`src/rtl/cfg_chain_loader.sv`:
```
// cfg_chain_loader: serialises config words MSB-first onto the programming chain, then latches it with prog_en.
// Define CFG_LOADER_READBACK_EN to capture the old chain contents from prog_out onto rb_data/rb_valid.
module cfg_chain_loader #(
    parameter int CHAIN_LEN = 24,
    parameter int WORD_W    = 8
) (
    input  logic              clk,
    input  logic              rst,
    input  logic              start,
    input  logic [WORD_W-1:0] cfg_data,
    input  logic              cfg_valid,
    output logic              cfg_ready,
    output logic              prog_in,
    output logic              prog_clk,
    output logic              prog_en,
    input  logic              prog_out,
    output logic              busy,
    output logic              done
`ifdef CFG_LOADER_READBACK_EN
    ,
    output logic [WORD_W-1:0] rb_data,
    output logic              rb_valid
`endif
);
    localparam int CW = $clog2(CHAIN_LEN + 1);
    localparam int IW = WORD_W > 1 ? $clog2(WORD_W) : 1;
    typedef enum logic [2:0] {IDLE, WAIT_WORD, SHIFT_LO, SHIFT_HI, TAIL, LATCH, DONE} state_t;
    state_t            r_state;
    logic [CW-1:0]     r_cnt;
    logic [IW-1:0]     r_idx;
    logic [WORD_W-1:0] r_word;
    logic              w_last;
    assign w_last = r_cnt == CW'(CHAIN_LEN - 1);
    // Outputs are registered, so each transition drives the values of the state being entered.
    always_ff @(posedge clk) begin
        if (rst) begin
            r_state   <= IDLE;
            r_cnt     <= '0;
            r_idx     <= '0;
            r_word    <= '0;
            cfg_ready <= 1'b0;
            prog_in   <= 1'b0;
            prog_clk  <= 1'b0;
            prog_en   <= 1'b0;
            busy      <= 1'b0;
            done      <= 1'b0;
        end else begin
            case (r_state)
                IDLE: if (start) begin
                    r_state   <= WAIT_WORD;
                    r_cnt     <= '0;
                    cfg_ready <= 1'b1;
                    prog_en   <= 1'b1;
                    busy      <= 1'b1;
                end
                WAIT_WORD: if (cfg_valid) begin
                    r_state   <= SHIFT_LO;
                    r_word    <= cfg_data;
                    r_idx     <= IW'(WORD_W - 1);
                    prog_in   <= cfg_data[WORD_W-1];
                    cfg_ready <= 1'b0;
                end
                SHIFT_LO: begin
                    r_state  <= SHIFT_HI;
                    prog_clk <= 1'b1;
                end
                SHIFT_HI: begin
                    r_cnt    <= r_cnt + 1'b1;
                    prog_clk <= 1'b0;
                    if (w_last) begin
                        r_state <= TAIL;
                    end else if (r_idx == '0) begin
                        r_state   <= WAIT_WORD;
                        cfg_ready <= 1'b1;
                    end else begin
                        r_state <= SHIFT_LO;
                        r_idx   <= r_idx - 1'b1;
                        prog_in <= r_word[r_idx-1'b1];
                    end
                end
                TAIL: begin
                    r_state <= LATCH;
                    prog_en <= 1'b0;
                end
                LATCH: begin
                    r_state <= DONE;
                    done    <= 1'b1;
                end
                DONE: begin
                    r_state <= IDLE;
                    done    <= 1'b0;
                    busy    <= 1'b0;
                    prog_in <= 1'b0;
                end
                default: r_state <= IDLE;
            endcase
        end
    end
`ifdef CFG_LOADER_READBACK_EN
    localparam int NW = $clog2(WORD_W + 1);
    logic [WORD_W-1:0] r_rb_sr;
    logic [NW-1:0]     r_rb_n;
    logic [WORD_W-1:0] w_rb_sh;
    assign w_rb_sh = (r_rb_sr << 1) | WORD_W'(prog_out);
    // A trailing partial word is left-aligned and flushed as the shift phase ends.
    always_ff @(posedge clk) begin
        if (rst) begin
            r_rb_sr  <= '0;
            r_rb_n   <= '0;
            rb_data  <= '0;
            rb_valid <= 1'b0;
        end else begin
            rb_valid <= 1'b0;
            if (r_state == IDLE) begin
                r_rb_n <= '0;
            end else if (r_state == SHIFT_LO) begin
                r_rb_sr <= w_rb_sh;
                if (r_rb_n == NW'(WORD_W - 1)) begin
                    rb_data  <= w_rb_sh;
                    rb_valid <= 1'b1;
                    r_rb_n   <= '0;
                end else begin
                    r_rb_n <= r_rb_n + 1'b1;
                end
            end else if (r_state == SHIFT_HI && w_last && r_rb_n != '0) begin
                rb_data  <= r_rb_sr << (NW'(WORD_W) - r_rb_n);
                rb_valid <= 1'b1;
                r_rb_n   <= '0;
            end
        end
    end
`else
    logic w_unused;
    assign w_unused = prog_out;
`endif
endmodule
```
`config.mk`:
```
export PLATFORM = sky130hd
export DESIGN_NAME = cfg_chain_loader
export DESIGN_NICKNAME = d
export VERILOG_FILES = /design/src/rtl/cfg_chain_loader.sv
export SDC_FILE = /design/constraint.sdc
export NUM_CORES = 1
export LEC_CHECK = 0
export ABC_CLOCK_PERIOD_IN_PS = 2400
export CAP_MARGIN = 10
export CORE_UTILIZATION = 52
export DETAILED_ROUTE_END_ITERATION = 6
export GPL_TIMING_DRIVEN = 0
export PLACE_DENSITY = 0.73
export REMOVE_ABC_BUFFERS = 1
export SLEW_MARGIN = 10
export SYNTH_ARGS = -nofsm -noshare
export SYNTH_HDL_FRONTEND = slang
export SYNTH_SLANG_ARGS = --single-unit
export TNS_END_PERCENT = 20
```
`constraint.sdc`:
```
create_clock -name clk -period 2.4 [get_ports clk]
set_input_delay 0.48 -clock clk [delete_from_list [all_inputs] [get_ports clk]]
set_output_delay 0.48 -clock clk [all_outputs]
set_load 0.03 [all_outputs]
```
==> reports/qor.csv, run 1 <==
metric;value;unit
setup TNS;0;ps
Setup CP Type;reg -> reg;
Rel. slew slack;37.9;%
max-cap check violation count;0;
DR iter-0 viols;35;
Overflow after GRT;0;
H-tree levels;1;
clk slew on worst S/H paths;130;ps
initial antenna violation count;0;
Setup Fix Bufs, Post-CTS;0;
port bufs;17;
most common cell after layout, fill and taps aside;dfxtp_1;
Final Critical Period;2020;ps
WHS;462;ps
Netlist Area Pre-Place;1260;um2
Yosys Warn Count;0;
multi-input logic area;677;um2
sequential fraction of the synthesis area;39.7;%
Initial Utilization;55.9;%
final core utilization;63.5;%
CTS tree;done;
clk_skew;9.82;ps
DRT Wirelength;2710;um
Mapped Cells;151;
P_leak;0.498;nW
Area growth syn-to-layout;13.5;%
Site Rows;17;
Worst EP required;2560;ps
slowest stage delay, CP;510;ps
Routed wire per std cell;14.2;um
Seq. cell area;500;um2
Die Ht;51.3;um
RSZ-0062 raised after global routing;false;
Placer Congestion;0.751;
Crit-path slowest cell;mux4_2;
pin count of the biggest net entering global routing;26;
DIE AREA;2630;um2
maximum fanout along the worst path;5;
post_cts resized;0;
top_reg_cell synth;dfxtp_1;
status;complete, no violations;
f_max;496;MHz
Worst setup EP type;flip-flop;
core area;2250;um2
Post-synth EDFFs;0;
CTS Root Cell;clkbuf_4;
dpl cells;187;
global-route wire length before repair;4390;um
Hold Vio Cnt, Final;0;
Worst setup SP type;flip-flop;
slew of the pin with the lowest slew margin;928;ps
peak supply drop;546;uV
final worst slack;383;ps
GRT Util Overall;22.5;%
ANT cells;0;
drc violations;0;
Worst Hold Class;reg -> reg;
most frequent cells in the layout;25 x dfxtp_1, 24 x nand2_1, 20 x a21oi_1;
vias in the first global route;1006;
Num CTS Buffers;3;
Final Max Slew Viols;0;
IO Pins;19;
CP arrival;2180;ps
post-route insts no fill;191;
Final #Nets;180;
routed vias;1095;
Mean Syn Cell Area;8.35;um2
worst slack at placement;241;ps
DP Wirelength;1900;um
DR pass1 iterations;4;
CTS sink cnt;25;
Post-synth ARST share;0;%
pwr/cell area;606;nW/um2
fin crit share;84.1;%
Vias per Instance;5.73;
Post-CTS Hold Fix Bufs;0;
Distinct cells, synth;41;
Clock Path Buffers;2;
worst-path cell chain;inv_1 > ha_1 > mux4_2 > mux2_4 > nand2_2 > a221oi_2;
Synth Register Bits;25;
share of cells above drive strength 1;6.75;%
Final setup viols;0;
clk_lat worst skew;320;ps
Filler Cell Count;212;
Die Width;51.3;um
post-route ant nets;0;
==> worst max-delay path, delay by kind of cell, from the launching register on <==
family                     cells  cell delay (ps)
muxes                          2              790
DFF                            1              470
adders and majority gates      1              370
buffers and inverters          1              100
and+or+nand+nor                1               80
AOI/OAI and AO/OA              1               60
==> layout make-up <==
class | instances | share of cell area [%]
inverters | 6 | 1.57
clock buffers | 4 | 1.84
well taps | 28 | 2.45
repair buffers | 17 | 11.9
multi-input cells | 111 | 47.3
flip-flops and latches | 25 | 35.0
==> where the power goes <==
| part | leakage (nW) | switching [mW] | internal [mW] |
|---|---|---|---|
| Clock | 0.0150 | 0.125 | 0.0649 |
| Sequential | 0.204 | 0.0315 | 0.442 |
| Combinational | 0.280 | 0.110 | 0.0937 |
| Total | 0.498 | 0.266 | 0.601 |
==> flip-flops by register name, summed over array words and instances, names as in the netlist <==
| register | flops |
|---|---|
| prog_in | 1 |
| r_idx | 3 |
| cfg_ready | 1 |
| prog_en | 1 |
| r_state | 3 |
| done | 1 |
| prog_clk | 1 |
| r_word | 8 |
| busy | 1 |
| r_cnt | 5 |
==> cell families after synthesis <==
family          count (synthesis)  share of synthesized area (%)
simple gates                   63                           24.7
compound gates                 41                           20.5
flops                          25                           39.7
buf+inv                        15                           6.65
mux                             3                           4.76
fa+ha+maj                       3                           2.98
xor+xnor                        1                          0.695
==> per-layer routing <==
layer	global-route usage, %	vias up	wire (um)
met5	0	-	0
met4	10.8	0	28
met3	3.87	4	64
met2	37.3	20	1350
met1	28.0	512	1270
li1	-	559	-
==> stage by stage <==
stage          area [um2]  power (mW)
6_report             1430       0.867
5_1_grt              1430       0.913
4_1_cts              1430       0.872
3_5_place_dp         1410       0.685
3_3_place_gp         1410       0.680
2_1_floorplan        1200       0.610
==> cells in the mapped netlist, types with 3 or more instances <==
cell | count | area, um2
a21oi_1 | 20 | 100
buf_6 | 3 | 33.8
clkbuf_1 | 4 | 15.0
dfxtp_1 | 25 | 500
ha_1 | 3 | 37.5
inv_1 | 6 | 22.5
nand2_1 | 24 | 90.1
nand3_1 | 3 | 15.0
nand3b_1 | 3 | 22.5
nor2_1 | 15 | 56.3
nor3_1 | 5 | 25.0
o21ai_0 | 5 | 25.0
==> path summary, 6_finish.rpt <==
check | startpoint | to | slack [ps] | cells after the start
setup / recovery | r_idx[0]$_SDFFE_PP0P_ | prog_in$_SDFFE_PP0P_ | 380 | 6
hold / removal | r_word[2]$_SDFFE_PP0P_ | r_word[2]$_SDFFE_PP0P_ | 460 | 2
setup reg to reg | r_idx[0]$_SDFFE_PP0P_ | prog_in$_SDFFE_PP0P_ | 380 | 6
hold reg to reg | r_word[2]$_SDFFE_PP0P_ | r_word[2]$_SDFFE_PP0P_ | 460 | 2
(Power assumes the default switching activity.)
==> run 2, diff against run 1 <==
- ABC_CLOCK_PERIOD_IN_PS: 2400 -> 2000
- clock period: 2.4 -> 2 ns (I/O delays scaled with it)
==> reports/qor.csv, run 2 (synthesized netlist as in run 1, its figures left out) <==
metric;value;unit;change
Die Ht;51.3;um;unchanged
Design Area, Final;1440;um2;+0.26%
dpl cells;187;;unchanged
Post-CTS Hold Fix Bufs;0;;unchanged
port bufs;17;;unchanged
R2R Setup Slk;100;ps;-280 ps
CTS sink cnt;25;;unchanged
Hold Vio Cnt, Final;0;;unchanged
most frequent cells in the layout;24 x nand2_1, 24 x dfxtp_1, 20 x a21oi_1;;
pwr/cell area;726;nW/um2;+20%
Final setup viols;0;;unchanged
WHS;462;ps;+0.113 ps
worst r2r src;r_idx[0]$_SDFFE_PP0P_;;
share of cells above drive strength 1;7.36;%;+0.61 points
core area;2250;um2;unchanged
FF-to-FF End;prog_in$_SDFFE_PP0P_;;
Worst setup EP type;flip-flop;;
DR iter-0 viols;34;;-2.9%
ANT cells;0;;unchanged
P_leak;0.499;nW;+0.15%
Num CTS Buffers;3;;unchanged
H-tree levels;1;;unchanged
worst reg2reg path depth;6;;unchanged
Overflow after GRT;0;;unchanged
DP Wirelength;1900;um;unchanged
Worst Hold Class;reg -> reg;;
Clock Path Buffers;2;;unchanged
Worst setup SP type;flip-flop;;
Placer Congestion;0.751;;unchanged
CTS Root Cell;clkbuf_4;;
initial antenna violation count;0;;unchanged
DR pass1 iterations;4;;unchanged
Setup CP Type;reg -> reg;;
Routed wire per std cell;14.2;um;unchanged
CTS tree;done;;
final worst slack;101;ps;-282 ps
Largest register FFs;8;;unchanged
register name with the most flops;r_word;;
post-route insts no fill;191;;unchanged
f_max;526;MHz;+6.2%
worst slack at placement;-79.5;ps;-320 ps
Worst EP required;2160;ps;-400 ps
CP arrival;2060;ps;-120 ps
slew of the pin with the lowest slew margin;927;ps;-1.02 ps
Setup Fix Bufs, Post-CTS;0;;unchanged
fin crit share;95.0;%;+11 points
clk_skew;8.73;ps;-1.09 ps
IO Pins;19;;unchanged
routed vias;1094;;-0.091%
GRT Util Overall;22.5;%;unchanged
Die Width;51.3;um;unchanged
maximum fanout along the worst path;5;;unchanged
Final Critical Period;1900;ps;-118 ps
post-route ant nets;0;;unchanged
DIE AREA;2630;um2;unchanged
status;complete, no violations;;
Initial Utilization;55.9;%;unchanged
drc violations;0;;unchanged
Final Max Slew Viols;0;;unchanged
clk slew on worst S/H paths;130;ps;about the same
Cell Area, Placed;1410;um2;unchanged
Final #Nets;180;;unchanged
DRT Wirelength;2710;um;unchanged
Area growth syn-to-layout;13.8;%;
Rel. slew slack;38.0;%;+0.068 points
global-route wire length before repair;4390;um;unchanged
Site Rows;17;;unchanged
hold path start;r_word[2]$_SDFFE_PP0P_;;
pin count of the biggest net entering global routing;26;;unchanged
Hold Path Sink;r_word[2]$_SDFFE_PP0P_;;
max-cap check violation count;0;;unchanged
hold path cells;2;;unchanged
Vias per Instance;5.73;;about the same
clk_lat worst skew;320;ps;about the same
final core utilization;63.7;%;+0.17 points
RSZ-0062 raised after global routing;false;;
peak supply drop;658;uV;+20%
Top Registers;r_word x8, r_cnt x5;;
vias in the first global route;1006;;unchanged
-- run 2: cell count changes in the layout (fill, tap and decap cells not counted) --
| cell | previous run | this run |
|---|---|---|
| dfxtp_1 | 25 | 24 |
| dfxtp_4 | 0 | 1 |
-- run 2: stage by stage --
stage / power [mW] / TNS (ps)
2_1_floorplan: 0.732 / 0
3_5_place_dp: 0.823 / -79.5
3_3_place_gp: 0.816 / -36.3
4_1_cts: 1.05 / 0
6_report: 1.04 / 0
5_1_grt: 1.10 / 0
-- run 2: how the worst max path moves through the flow --
stage                            start              endpoint  slack (ps)  cells after the start
2_1_floorplan    r_idx[0]$_SDFFE_PP0P_  prog_in$_SDFFE_PP0P_         210                      6
3_3_place_gp                 cfg_valid  prog_in$_SDFFE_PP0P_         -40                      5
3_5_place_dp                 cfg_valid  prog_in$_SDFFE_PP0P_         -80                      5
4_1_cts          r_idx[0]$_SDFFE_PP0P_  prog_in$_SDFFE_PP0P_          70                      6
5_1_grt        r_state[0]$_SDFFE_PP0P_  prog_in$_SDFFE_PP0P_           9                      4
6_report         r_idx[0]$_SDFFE_PP0P_  prog_in$_SDFFE_PP0P_         100                      6
-- run 2: critical path, stage by stage (launching register included) --
cell	delay [ps]
dfxtp_4	400
inv_1	70
ha_1	360
mux4_2	510
mux2_4	280
nand2_2	80
a221oi_2	60
-- run 2: what timing repair did --
action	in CTS	in global routing
gates resized for setup	1	1
endpoints found under the setup margin	1	1
endpoints found under the hold margin	0	0
-- run 2: metal layers --
metal	wire [um]	part of all wire, %	vias to the layer above	track usage, %
li1	-	-	559	-
met1	1270	47	511	28.0
met2	1340	50	20	37.3
met3	64	2.4	4	3.87
met4	28	1.0	0	10.8
met5	0	0	-	0
-- run 2: final cells by class --
type	instances	area (um2)
fill	210	820
multi-input combinational	111	677
sequential	25	504
timing repair buffer	17	170
tap	28	35.0
clock buffer	4	26.3
inverter	6	22.5
-- run 2: report_power, final --
| part | switching (mW) | total (mW) | internal (mW) |
|---|---|---|---|
| Clock | 0.151 | 0.229 | 0.0779 |
| Sequential | 0.0378 | 0.569 | 0.531 |
| Combinational | 0.132 | 0.244 | 0.112 |
==> run 3, diff against run 2 <==
- RECOVER_POWER: default -> 50
==> reports/qor.csv, run 3 (synthesized netlist as in run 1, its figures left out) <==
metric;value;unit;change
core area;2250;um2;unchanged
port bufs;17;;unchanged
dpl cells;187;;unchanged
slew of the pin with the lowest slew margin;954;ps;+27.0 ps
CTS Root Cell;clkbuf_4;;
CTS tree;done;;
Worst Hold Class;reg -> reg;;
post-route insts no fill;191;;unchanged
Setup CP Type;reg -> reg;;
setup TNS;0;ps;unchanged
Top Registers;r_word x8, r_cnt x5;;
DR iter-0 viols;25;;-26%
worst r2r src;r_idx[0]$_SDFFE_PP0P_;;
power share of the sequential group;54.8;%;+0.2 points
DRT Wirelength;2740;um;+1.3%
routed vias;1093;;-0.091%
Clock power frac;22.0;%;about the same
IO Pins;19;;unchanged
Final Critical Period;1910;ps;+7.72 ps
Post-CTS Hold Fix Bufs;0;;unchanged
CTS sink cnt;25;;unchanged
Clock Path Buffers;2;;unchanged
share of cells above drive strength 1;6.13;%;-1.2 points
CP startpoint;r_idx[0]$_SDFFE_PP0P_;;
maximum fanout along the worst path;5;;unchanged
initial antenna violation count;0;;unchanged
clk_skew;9.35;ps;+0.616 ps
clk slew on worst S/H paths;130;ps;about the same
ANT cells;0;;unchanged
CP arrival;2070;ps;about the same
DR pass1 iterations;5;;+1
max-cap check violation count;0;;unchanged
P_leak;0.501;nW;+0.42%
Vias per Instance;5.72;;about the same
Placer Congestion;0.751;;unchanged
clk_lat worst skew;320;ps;about the same
Die Width;51.3;um;unchanged
most frequent cells in the layout;24 x nand2_1, 24 x dfxtp_1, 20 x a21oi_1;;
drc violations;0;;unchanged
Net Sw Frac;30.9;%;+0.13 points
WHS;462;ps;-0.0320 ps
hold path start;r_word[2]$_SDFFE_PP0P_;;
vias in the first global route;1006;;unchanged
DP Wirelength;1900;um;unchanged
pwr/cell area;727;nW/um2;+0.18%
Routed wire per std cell;14.4;um;+1.3%
register name with the most flops;r_word;;
Worst setup SP type;flip-flop;;
Hold Vio Cnt, Final;0;;unchanged
Site Rows;17;;unchanged
Final Max Slew Viols;0;;unchanged
status;complete, no violations;;
fin crit share;95.4;%;+0.39 points
DIE AREA;2630;um2;unchanged
Rel. slew slack;36.2;%;-1.8 points
peak supply drop;655;uV;-0.33%
internal power;0.717;mW;-0.53%
post-route ant nets;0;;unchanged
Overflow after GRT;0;;unchanged
Switch Pwr;0.320;mW;about the same
Area growth syn-to-layout;13.2;%;
f_max;524;MHz;-0.40%
Final setup viols;0;;unchanged
Initial Utilization;55.9;%;unchanged
Setup Fix Bufs, Post-CTS;0;;unchanged
Worst setup EP type;flip-flop;;
final worst slack;92.9;ps;-7.72 ps
Num CTS Buffers;3;;unchanged
GRT Util Overall;22.5;%;unchanged
worst slack at placement;-79.5;ps;unchanged
Largest register FFs;8;;unchanged
Power Total;1.04;mW;-0.34%
Worst EP required;2160;ps;about the same
pin count of the biggest net entering global routing;26;;unchanged
RSZ-0062 raised after global routing;false;;
H-tree levels;1;;unchanged
Gate power share;23.1;%;-0.3 points
global-route wire length before repair;4390;um;unchanged
Final #Nets;180;;unchanged
Die Ht;51.3;um;unchanged
## run 3: cell count changes in the layout (fill, tap and decap cells not counted), sizes merged
cell           delta
clkdlybuf4s50     -2
dlygate4sd3       +2
## run 3: worst paths after layout
check / slack [ps] / to / depth (start not counted)
max: 90 / prog_in$_SDFFE_PP0P_ / 6
min: 460 / r_word[2]$_SDFFE_PP0P_ / 2
max reg2reg: 90 / prog_in$_SDFFE_PP0P_ / 6
min reg2reg: 460 / r_word[2]$_SDFFE_PP0P_ / 2
## run 3: worst max-delay path, cell delays in order (launching register included)
cell      delay, ps
dfxtp_4         400
inv_1            70
ha_1            360
mux4_2          510
mux2_4          280
nand2_2          80
a221oi_2         60
## run 3: routing by layer
layer	vias to the layer above	global-route usage, %	part of all wire, %
met4	0	10.8	0.62
met3	2	3.87	3.6
li1	560	-	-
met2	25	37.3	48
met5	-	0	0
met1	506	28.0	47
## run 3: metrics by stage
| step | cell area (um2) | util (%) |
|---|---|---|
| global route | 1430 | 63.3 |
| global placement | 1410 | 62.3 |
| detailed placement | 1410 | 62.3 |
| CTS | 1430 | 63.5 |
| floorplan | 1200 | - |
| finish | 1430 | 63.3 |
## run 3: timing repair
action                                 CTS  global route
pin swaps                                0             0
gates resized for setup                  1             1
endpoints found under the hold margin    0             0
setup endpoints to repair                1             1
gates cloned                             0             0
## run 3: cell type report
class	count	area [um2]
Fill cell	211	827
Multi-Input combinational cell	111	669
Sequential cell	25	504
Timing Repair Buffer	17	170
Tap cell	28	35.0
Clock buffer	4	26.3
Inverter	6	22.5
## run 3: power by group through the flow
stage | Sequential [mW] | Clock (mW) | Combinational [mW]
final | 0.569 | 0.229 | 0.240
after global routing | 0.575 | 0.252 | 0.263
after CTS | 0.569 | 0.233 | 0.245
after detailed placement | 0.580 | 0 | 0.243
after global placement | 0.578 | 0 | 0.238
after floorplan | 0.594 | 0 | 0.137
